## config.mk

```make
export PLATFORM = sky130hd
export DESIGN_NAME = fifo_flex
export DESIGN_NICKNAME = d
export VERILOG_FILES = /design/src/rtl/fifo_flex_pkg.sv /design/src/rtl/fifo_flex_ptr.sv /design/src/rtl/fifo_flex.sv
export SDC_FILE = /design/constraint.sdc
export NUM_CORES = 1
export LEC_CHECK = 0
export BUFFER_PORTS_ARGS = -buffer_cell sky130_fd_sc_hd__buf_2
export CAP_MARGIN = 20
export CORE_UTILIZATION = 59
export DETAILED_ROUTE_END_ITERATION = 7
export GPL_TIMING_DRIVEN = 1
export PLACE_DENSITY_LB_ADDON = 0.2
export SKIP_LAST_GASP = 1
export SYNTH_ARGS = -nofsm -noshare
export SYNTH_HDL_FRONTEND = slang
export SYNTH_SLANG_ARGS = --single-unit
export TNS_END_PERCENT = 1
```

## constraint.sdc

```tcl
create_clock -name clk -period 6.66 [get_ports clk]
set_input_delay 1.332 -clock clk [delete_from_list [all_inputs] [get_ports clk]]
set_output_delay 1.332 -clock clk [all_outputs]
set_load 0.05 [all_outputs]
```

## src/rtl/fifo_flex_pkg.sv

```systemverilog
// Shared constants and elaboration helpers for fifo_flex.
// Holds the minimum legal depth, level-width derivation and parameter sanity check.
package fifo_flex_pkg;

  localparam int FIFO_FLEX_MIN_DEPTH = 2;

  function automatic int lvl_width(input int depth);
    return $clog2(depth + 2);
  endfunction

  // True when the depth and almost-full threshold describe a buildable FIFO.
  function automatic bit params_ok(input int depth, input int af_thresh);
    return (depth >= FIFO_FLEX_MIN_DEPTH) && (af_thresh <= depth + 1);
  endfunction

endpackage

```

## src/rtl/fifo_flex_ptr.sv

```systemverilog
// Modulo-DEPTH pointer with synchronous clear and increment (any DEPTH >= 2).
// Latency: new value visible the cycle after inc.
// Backpressure: none; the caller only pulses inc on accepted operations.
module fifo_flex_ptr #(
  parameter int DEPTH = 6,
  parameter int PTR_W = $clog2(DEPTH)
) (
  input  logic             clk,
  input  logic             clr,
  input  logic             inc,
  output logic [PTR_W-1:0] ptr
);

  always_ff @(posedge clk) begin
    if (clr) begin
      ptr <= '0;
    end else if (inc) begin
      ptr <= (ptr == PTR_W'(DEPTH - 1)) ? '0 : ptr + PTR_W'(1);
    end
  end

endmodule

```

## src/rtl/fifo_flex.sv

```systemverilog
// Any-depth FIFO with registered FWFT output, level, almost flags and flush; FIFO_FLEX_BYPASS_EN enables empty-FIFO bypass.
// Latency: push to output_valid is 1 cycle with bypass, 2 without; 1 word/cycle sustained.
// Backpressure: input_ready drops when memory holds DEPTH words or during flush; a same-cycle pop does not free a slot.
module fifo_flex
  import fifo_flex_pkg::*;
#(
  parameter int WIDTH     = 32,
  parameter int DEPTH     = 6,
  parameter int AF_THRESH = DEPTH,
  parameter int AE_THRESH = 1,
  parameter int LVL_W     = lvl_width(DEPTH)
) (
  input  logic             clk,
  input  logic             rst_in,
  input  logic             flush_in,
  input  logic [WIDTH-1:0] din,
  input  logic             input_valid,
  output logic             input_ready,
  output logic [WIDTH-1:0] qout,
  output logic             output_valid,
  input  logic             output_ready,
  output logic [LVL_W-1:0] level,
  output logic             almost_full,
  output logic             almost_empty
);

  localparam int PTR_W = $clog2(DEPTH);
  localparam int CNT_W = $clog2(DEPTH + 1);

  if (!params_ok(DEPTH, AF_THRESH)) begin : g_bad_params
    $error("fifo_flex: DEPTH must be >= 2 and AF_THRESH <= DEPTH+1");
  end

  logic [WIDTH-1:0] mem [DEPTH];
  logic [PTR_W-1:0] wr_ptr;
  logic [PTR_W-1:0] rd_ptr;
  logic [CNT_W-1:0] mem_count;
  logic             clr;
  logic             push;
  logic             pop;
  logic             load_slot;
  logic             xfer;
  logic             byp;
  logic             mem_wr;

  assign clr         = rst_in || flush_in;
  assign input_ready = (mem_count != CNT_W'(DEPTH)) && !flush_in;
  assign push        = input_valid && input_ready;
  assign pop         = output_valid && output_ready && !flush_in;
  assign load_slot   = !output_valid || pop;
  assign xfer        = load_slot && (mem_count != '0) && !clr;

`ifdef FIFO_FLEX_BYPASS_EN
  // Only taken with memory empty, so it can never overtake a stored word.
  assign byp = load_slot && (mem_count == '0) && push && !rst_in;
`else
  assign byp = 1'b0;
`endif

  assign mem_wr = push && !byp && !rst_in;

  fifo_flex_ptr #(.DEPTH(DEPTH), .PTR_W(PTR_W)) u_wr_ptr (
    .clk (clk),
    .clr (clr),
    .inc (mem_wr),
    .ptr (wr_ptr)
  );

  fifo_flex_ptr #(.DEPTH(DEPTH), .PTR_W(PTR_W)) u_rd_ptr (
    .clk (clk),
    .clr (clr),
    .inc (xfer),
    .ptr (rd_ptr)
  );

  always_ff @(posedge clk) begin
    if (mem_wr) begin
      mem[wr_ptr] <= din;
    end
  end

  always_ff @(posedge clk) begin
    if (rst_in) begin
      mem_count    <= '0;
      output_valid <= 1'b0;
      qout         <= '0;
    end else if (flush_in) begin
      mem_count    <= '0;
      output_valid <= 1'b0;
    end else begin
      if (mem_wr && !xfer) begin
        mem_count <= mem_count + CNT_W'(1);
      end else if (!mem_wr && xfer) begin
        mem_count <= mem_count - CNT_W'(1);
      end

      if (xfer) begin
        qout         <= mem[rd_ptr];
        output_valid <= 1'b1;
      end else if (byp) begin
        qout         <= din;
        output_valid <= 1'b1;
      end else if (pop) begin
        output_valid <= 1'b0;
      end
    end
  end

  assign level        = LVL_W'(mem_count) + LVL_W'(output_valid);
  assign almost_full  = int'(level) >= AF_THRESH;
  assign almost_empty = int'(level) <= AE_THRESH;

endmodule

```

==> results of run 1 <==
[cell families after synthesis]
logic type,count (synthesis),share of synthesized area [%]
DFF,234,72.8
and+or+nand+nor,131,6.96
muxes,97,10.7
AOI/OAI and AO/OA,72,6.05
buffers and inverters,40,2.47
xor gates and xnor gates,4,0.386
adders and majority gates,4,0.634
[final cells by class]
cell class	count	area, um^2
clock buffer	33	656
clock inverter	10	123
fill	1008	4340
inverter	5	23.8
multi-input combinational	308	2280
sequential	234	6610
tap	184	230
timing repair buffer	86	490
[worst max-delay path: stages]
cell	delay [ns]
buf_2	0.77
nor2_1	0.24
and3_1	0.23
buf_4	0.27
clkinv_4	0.35
ha_1	0.26
inv_1	0.06
fa_1	0.37
xor2_1	0.16
or3_1	0.30
a21oi_1	0.17
[routing by layer]
layer | track usage (%) | wire length, um
met2 | 40.9 | 8940
met5 | 0 | 0
met3 | 4.33 | 1270
met4 | 6.24 | 235
met1 | 29.4 | 7180
[flip-flops by register name, summed over array words and instances, names as in the netlist]
| name | cells |
|---|---|
| output_valid | 1 |
| mem_count | 3 |
| mem | 192 |
| u_wr_ptr.ptr | 3 |
| qout | 32 |
| u_rd_ptr.ptr | 3 |
[cell usage in the layout, fill, tap and decap left out, types with 2 or more instances in the layout]
master / n
edfxtp_1: 192
mux2i_1: 97
buf_2: 75
nand2_1: 50
dfxtp_1: 40
nand3_1: 33
a22oi_1: 32
a21oi_2: 29
clkbuf_16: 25
nand2_2: 19
a21oi_1: 10
buf_4: 9
clkbuf_1: 8
nor2_1: 5
inv_1: 4
or3_1: 4
clkinv_1: 4
nand2b_1: 3
xor2_1: 3
or2_2: 3
nor2_4: 3
ha_1: 3
bufinv_16: 3
nand4_1: 2
clkinv_2: 2
[power by group through the flow]
stage / registers [uW] / clock network (uW) / logic [uW]
final: 1600 / 1320 / 90.0
after global routing: 1600 / 1400 / 98.1
after CTS: 1600 / 1340 / 90.4
after detailed placement: 1630 / 0 / 89.5
after global placement: 1630 / 0 / 86.0
after floorplan: 1640 / 0 / 41.4
[path summary, 6_finish.rpt]
| path | start | end | slack [ns] | cells after the start |
|---|---|---|---|---|
| worst max-delay path | rst_in | mem_count[2] | 2.52 | 11 |
| worst max register to register | mem_count[2] | mem_count[2] | 3.63 | 10 |
| worst min-delay path | qout[10] | qout[10] | 0.45 | 2 |
| worst min register to register | qout[10] | qout[10] | 0.45 | 2 |
[metrics by stage]
stage	cell area, um^2	worst slack, ns	hold WS [ns]	total power (uW)
floorplan	9070	1.92	0.445	1680
global placement	9590	2.22	0.441	1710
detailed placement	9610	2.06	0.448	1720
CTS	10400	2.57	0.456	3030
global route	10400	2.31	0.467	3090
finish	10400	2.52	0.453	3010
==> flow_metrics.tcl, run 1 <==
set metrics [dict create \
    outcome "complete, no violations" \
    worstSetupStartpointType "input pin" \
    synth_seq_cells 234 \
    cap_violations 0 \
    yosys.area.top_type_share_pct 63.5 \
    synth_nets 623 \
    rsz0062_at_grt "no" \
    yosysSeqAreaShare_pct 72.8 \
    seq_power_share_pct 53.1 \
    grt_pass1_wl_um 27900 \
    cts_sinks 234 \
    cts_tree "done" \
    clkTransAtPathRegs_ns 0.06 \
    gp_congestion 0.766 \
    syn_inst 582 \
    crit_path_max_fanout 34 \
    ys_warn_count 0 \
    die-area_um2 15900 \
    switching_share_pct 19.6 \
    port_buffers 75 \
    cellPowerDensity_nw_per_um2 289 \
    path_class "input pin to register" \
    cp-end-kind "register" \
    synthFlopType "edfxtp_1" \
    viasPerCell 5.76 \
    fin_skew_ns 0.0140 \
    slew_violations 0 \
    tightest_slew_ns 1.06 \
    area_growth_pct 14.7 \
    fin_crit_ns 4.14 \
    finalNonFillerCells 860 \
    drtAntennaViolNets 0 \
    p_int_uw 2420 \
    synth_top_cell_by_area "edfxtp_1" \
    yosysMostFrequentCell "edfxtp_1" \
    setup_tns_ns 0 \
    first_iter_violations 395 \
    diodes 0 \
    leakagePower_uw 0.00340 \
    dieHeight_um 126 \
    die-width_um 126 \
    grt-ovfl-total 0 \
    cp.required_ns 7.08 \
    min_period_over_period_pct 62.1 \
    vdd_ir_drop_max_uv 220 \
    cts_setup_buffers 0 \
    wirelength_um 17600 \
    ios 76 \
    core_um2 14800 \
    grt_use_total_pct 23.2 \
    antenna_found_initial 0 \
    synthTopCellsByArea "edfxtp_1, mux2i_1, dfxtp_1" \
    grt_pass1_vias 5207 \
    dpl.hpwl_um 9510 \
    ys_types 32 \
    htreeDepth 1 \
    synth_common_cells "edfxtp_1, mux2i_1, nand2_1" \
    postCtsHoldBufs 0 \
    nets 700 \
    synth_edf_count 192 \
    wl_per_cell_um 20.5 \
    dp_cells 816 \
    fin_util_pct 70.6 \
    setup_violations 0 \
    cts_buffers 24 \
    drive_gt1_share_pct 26.3 \
    first_pass_iters 5 \
    vias 4951 \
    cts-resized-gates 0 \
    clk_latency_ns 0.51 \
    grt_max_degree 41 \
    timing_hold_violations_final 0 \
    drcViolationCount 0 \
    critPathArrivalTime_ns 4.56 \
    fmax_ghz 0.242 \
    async_reset_ff_share_pct 0 \
    num_rows 44 \
    start_util_pct 61.5 \
    syn_avg_cell_area_um2 15.6 \
    p_comb_share_pct 3.0 \
    synthesis.area_um2 9070 \
    clk_path_buf_depth 3 \
    relSlewSlack_pct 29.2 \
    hp-class "register to register" \
    p_clk_share_pct 43.9 \
    cts-root-buf "clkbuf_16" \
    switchingPower_uw 588 \
]
Power figures use the tool's default switching activity.
==> run 2, diff against run 1 <==
clock period = 4.2 ns   (was 6.66 ns; I/O delays follow)
==> flow_metrics.tcl, run 2 (synthesis gave the netlist of run 1 again) <==
set metrics [dict create \
    rsz0062_at_grt "no" \
    first_pass_iters 5 \
    outcome "complete, no violations" \
    drive_gt1_share_pct 27.9 \
    dieHeight_um 126 \
    cts_tree "done" \
    cp_top_family "flip-flops" \
    timing_hold_violations_final 0 \
    slew_violations 0 \
    grt_use_total_pct 23.0 \
    start_util_pct 61.5 \
    seq_power_share_pct 51.2 \
    n_fill_cell 940 \
    path_class "register to output port" \
    port_buffers 75 \
    grt_max_degree 46 \
    largestRegisters "mem (192), qout (32)" \
    p_clk_share_pct 45.8 \
    crit_path_max_fanout 6 \
    clk_path_buf_depth 3 \
    diodes 0 \
    place_ws_ns 1.15 \
    leakagePower_uw 0.00344 \
    crit_path_cell_trace "ha_1 > ha_1 > xor2_1 > and2_1 > buf_2" \
    finalWorstSetupSlack_ns 1.37 \
    rr_startpoint "mem_count[2]" \
    cts_buffers 24 \
    drcViolationCount 0 \
    switchingPower_uw 969 \
    layout_commonest_cell "edfxtp_1" \
    wl_per_cell_um 20.5 \
    ios 76 \
    vdd_ir_drop_max_uv 428 \
    antenna_found_initial 0 \
    viasPerCell 5.88 \
    die-area_um2 15900 \
    r2r_slack_ns 1.53 \
    cts-resized-gates 0 \
    fmax_ghz 0.353 \
    cts_sinks 234 \
    wirelength_um 17600 \
    worstSetupStartpointType "register" \
    relSlewSlack_pct 28.4 \
    fin_crit_ns 2.83 \
    postCtsHoldBufs 0 \
    slowest_stage "dfxtp_1" \
    setup_violations 0 \
    cellPowerDensity_nw_per_um2 470 \
    clk_latency_ns 0.52 \
    crit_top_cell "ha_1" \
    nets 698 \
    fin_util_pct 71.2 \
    vias 5050 \
    clkTransAtPathRegs_ns 0.06 \
    setup_tns_ns 0 \
    r2r_end "mem_count[2]" \
    cpPeakStageDelay_ns 0.46 \
    p_comb_share_pct 3.0 \
    layout_common_cells "edfxtp_1, mux2i_1, buf_2, nand2_1, dfxtp_1" \
    critPathArrivalTime_ns 1.99 \
    area_growth_pct 15.8 \
    cp-endpoint "almost_full" \
    tightest_slew_ns 1.07 \
    drtAntennaViolNets 0 \
    core_um2 14800 \
    cts-root-buf "clkbuf_16" \
    grt_pass1_vias 5077 \
    hp-class "register to register" \
    min_period_over_period_pct 67.4 \
    fin_skew_ns 0.0107 \
    worstSetupStartpoint "mem_count[0]" \
    num_rows 44 \
    first_iter_violations 359 \
    worstPathBufferInverterCount 1 \
    grt-ovfl-total 0 \
    dpl.hpwl_um 10100 \
    largest_reg_flops 192 \
    p_int_uw 3980 \
    cp.required_ns 3.36 \
    switching_share_pct 19.6 \
    die-width_um 126 \
    cts_setup_buffers 0 \
    power_uw 4940 \
    gp_congestion 0.771 \
    top_register "mem" \
    cp-end-kind "output port" \
    grt_pass1_wl_um 27900 \
    worstRegToRegCells 9 \
    cap_violations 0 \
    crit_cells 5 \
    htreeDepth 1 \
]
-- run 2: changes by cell type in the layout (fill, tap and decap cells not counted), moves of 2 or more --
cell / change
clkinv_1: -2
buf_12: +2
clkbuf_8: +4
buf_4: -3
clkbuf_1: -7
clkinv_2: +2
clkinvlp_4: +2
clkbuf_16: +2
-- run 2: cell type report --
cell class | instances | area (um^2) | share of cell area [%]
flip-flops and latches | 234 | 6610 | 62.9
multi-input cells | 308 | 2290 | 21.8
clock buffers | 32 | 734 | 6.99
repair buffers | 84 | 480 | 4.57
well taps | 184 | 230 | 2.19
clock inverters | 12 | 140 | 1.33
inverters | 5 | 23.8 | 0.226
-- run 2: worst min-delay path, stage by stage (launching register included) --
cell     delay (ns)
dfxtp_1        0.31
nand2_1        0.05
a21oi_1        0.05
-- run 2: worst min-delay path by stage --
stage / from / to / slack, ns / cells past startpoint
3_5_place_dp: qout[31] / qout[31] / 0.45 / 2
2_1_floorplan: u_wr_ptr.ptr[0] / u_wr_ptr.ptr[0] / 0.44 / 2
5_1_grt: qout[7] / qout[7] / 0.47 / 2
4_1_cts: qout[31] / qout[31] / 0.46 / 2
6_report: qout[22] / qout[22] / 0.45 / 2
3_3_place_gp: qout[22] / qout[22] / 0.44 / 2
-- run 2: metrics by stage --
step / hold WS, ns / cells / cell area, um^2
floorplan: 0.445 / 582 / 9080
finish: 0.455 / 859 / 10500
global placement: 0.440 / 815 / 9640
detailed placement: 0.448 / 815 / 9640
CTS: 0.456 / 859 / 10500
global route: 0.472 / 859 / 10500
-- run 2: power by group through the flow --
stage	combinational, uW	sequential, uW	clock, uW
detailed placement	148	2580	0
CTS	149	2530	2290
finish	148	2530	2260
global route	159	2530	2390
floorplan	65.8	2600	0
global placement	143	2580	0
-- run 2: metal layers --
metal / GRT usage, % / wire length, um / vias to the layer above
li1: - / - / 2341
met3: 3.65 / 826 / 35
met2: 38.2 / 8610 / 147
met5: 0 / 0 / -
met1: 31.2 / 7750 / 2527
met4: 8.01 / 439 / 0
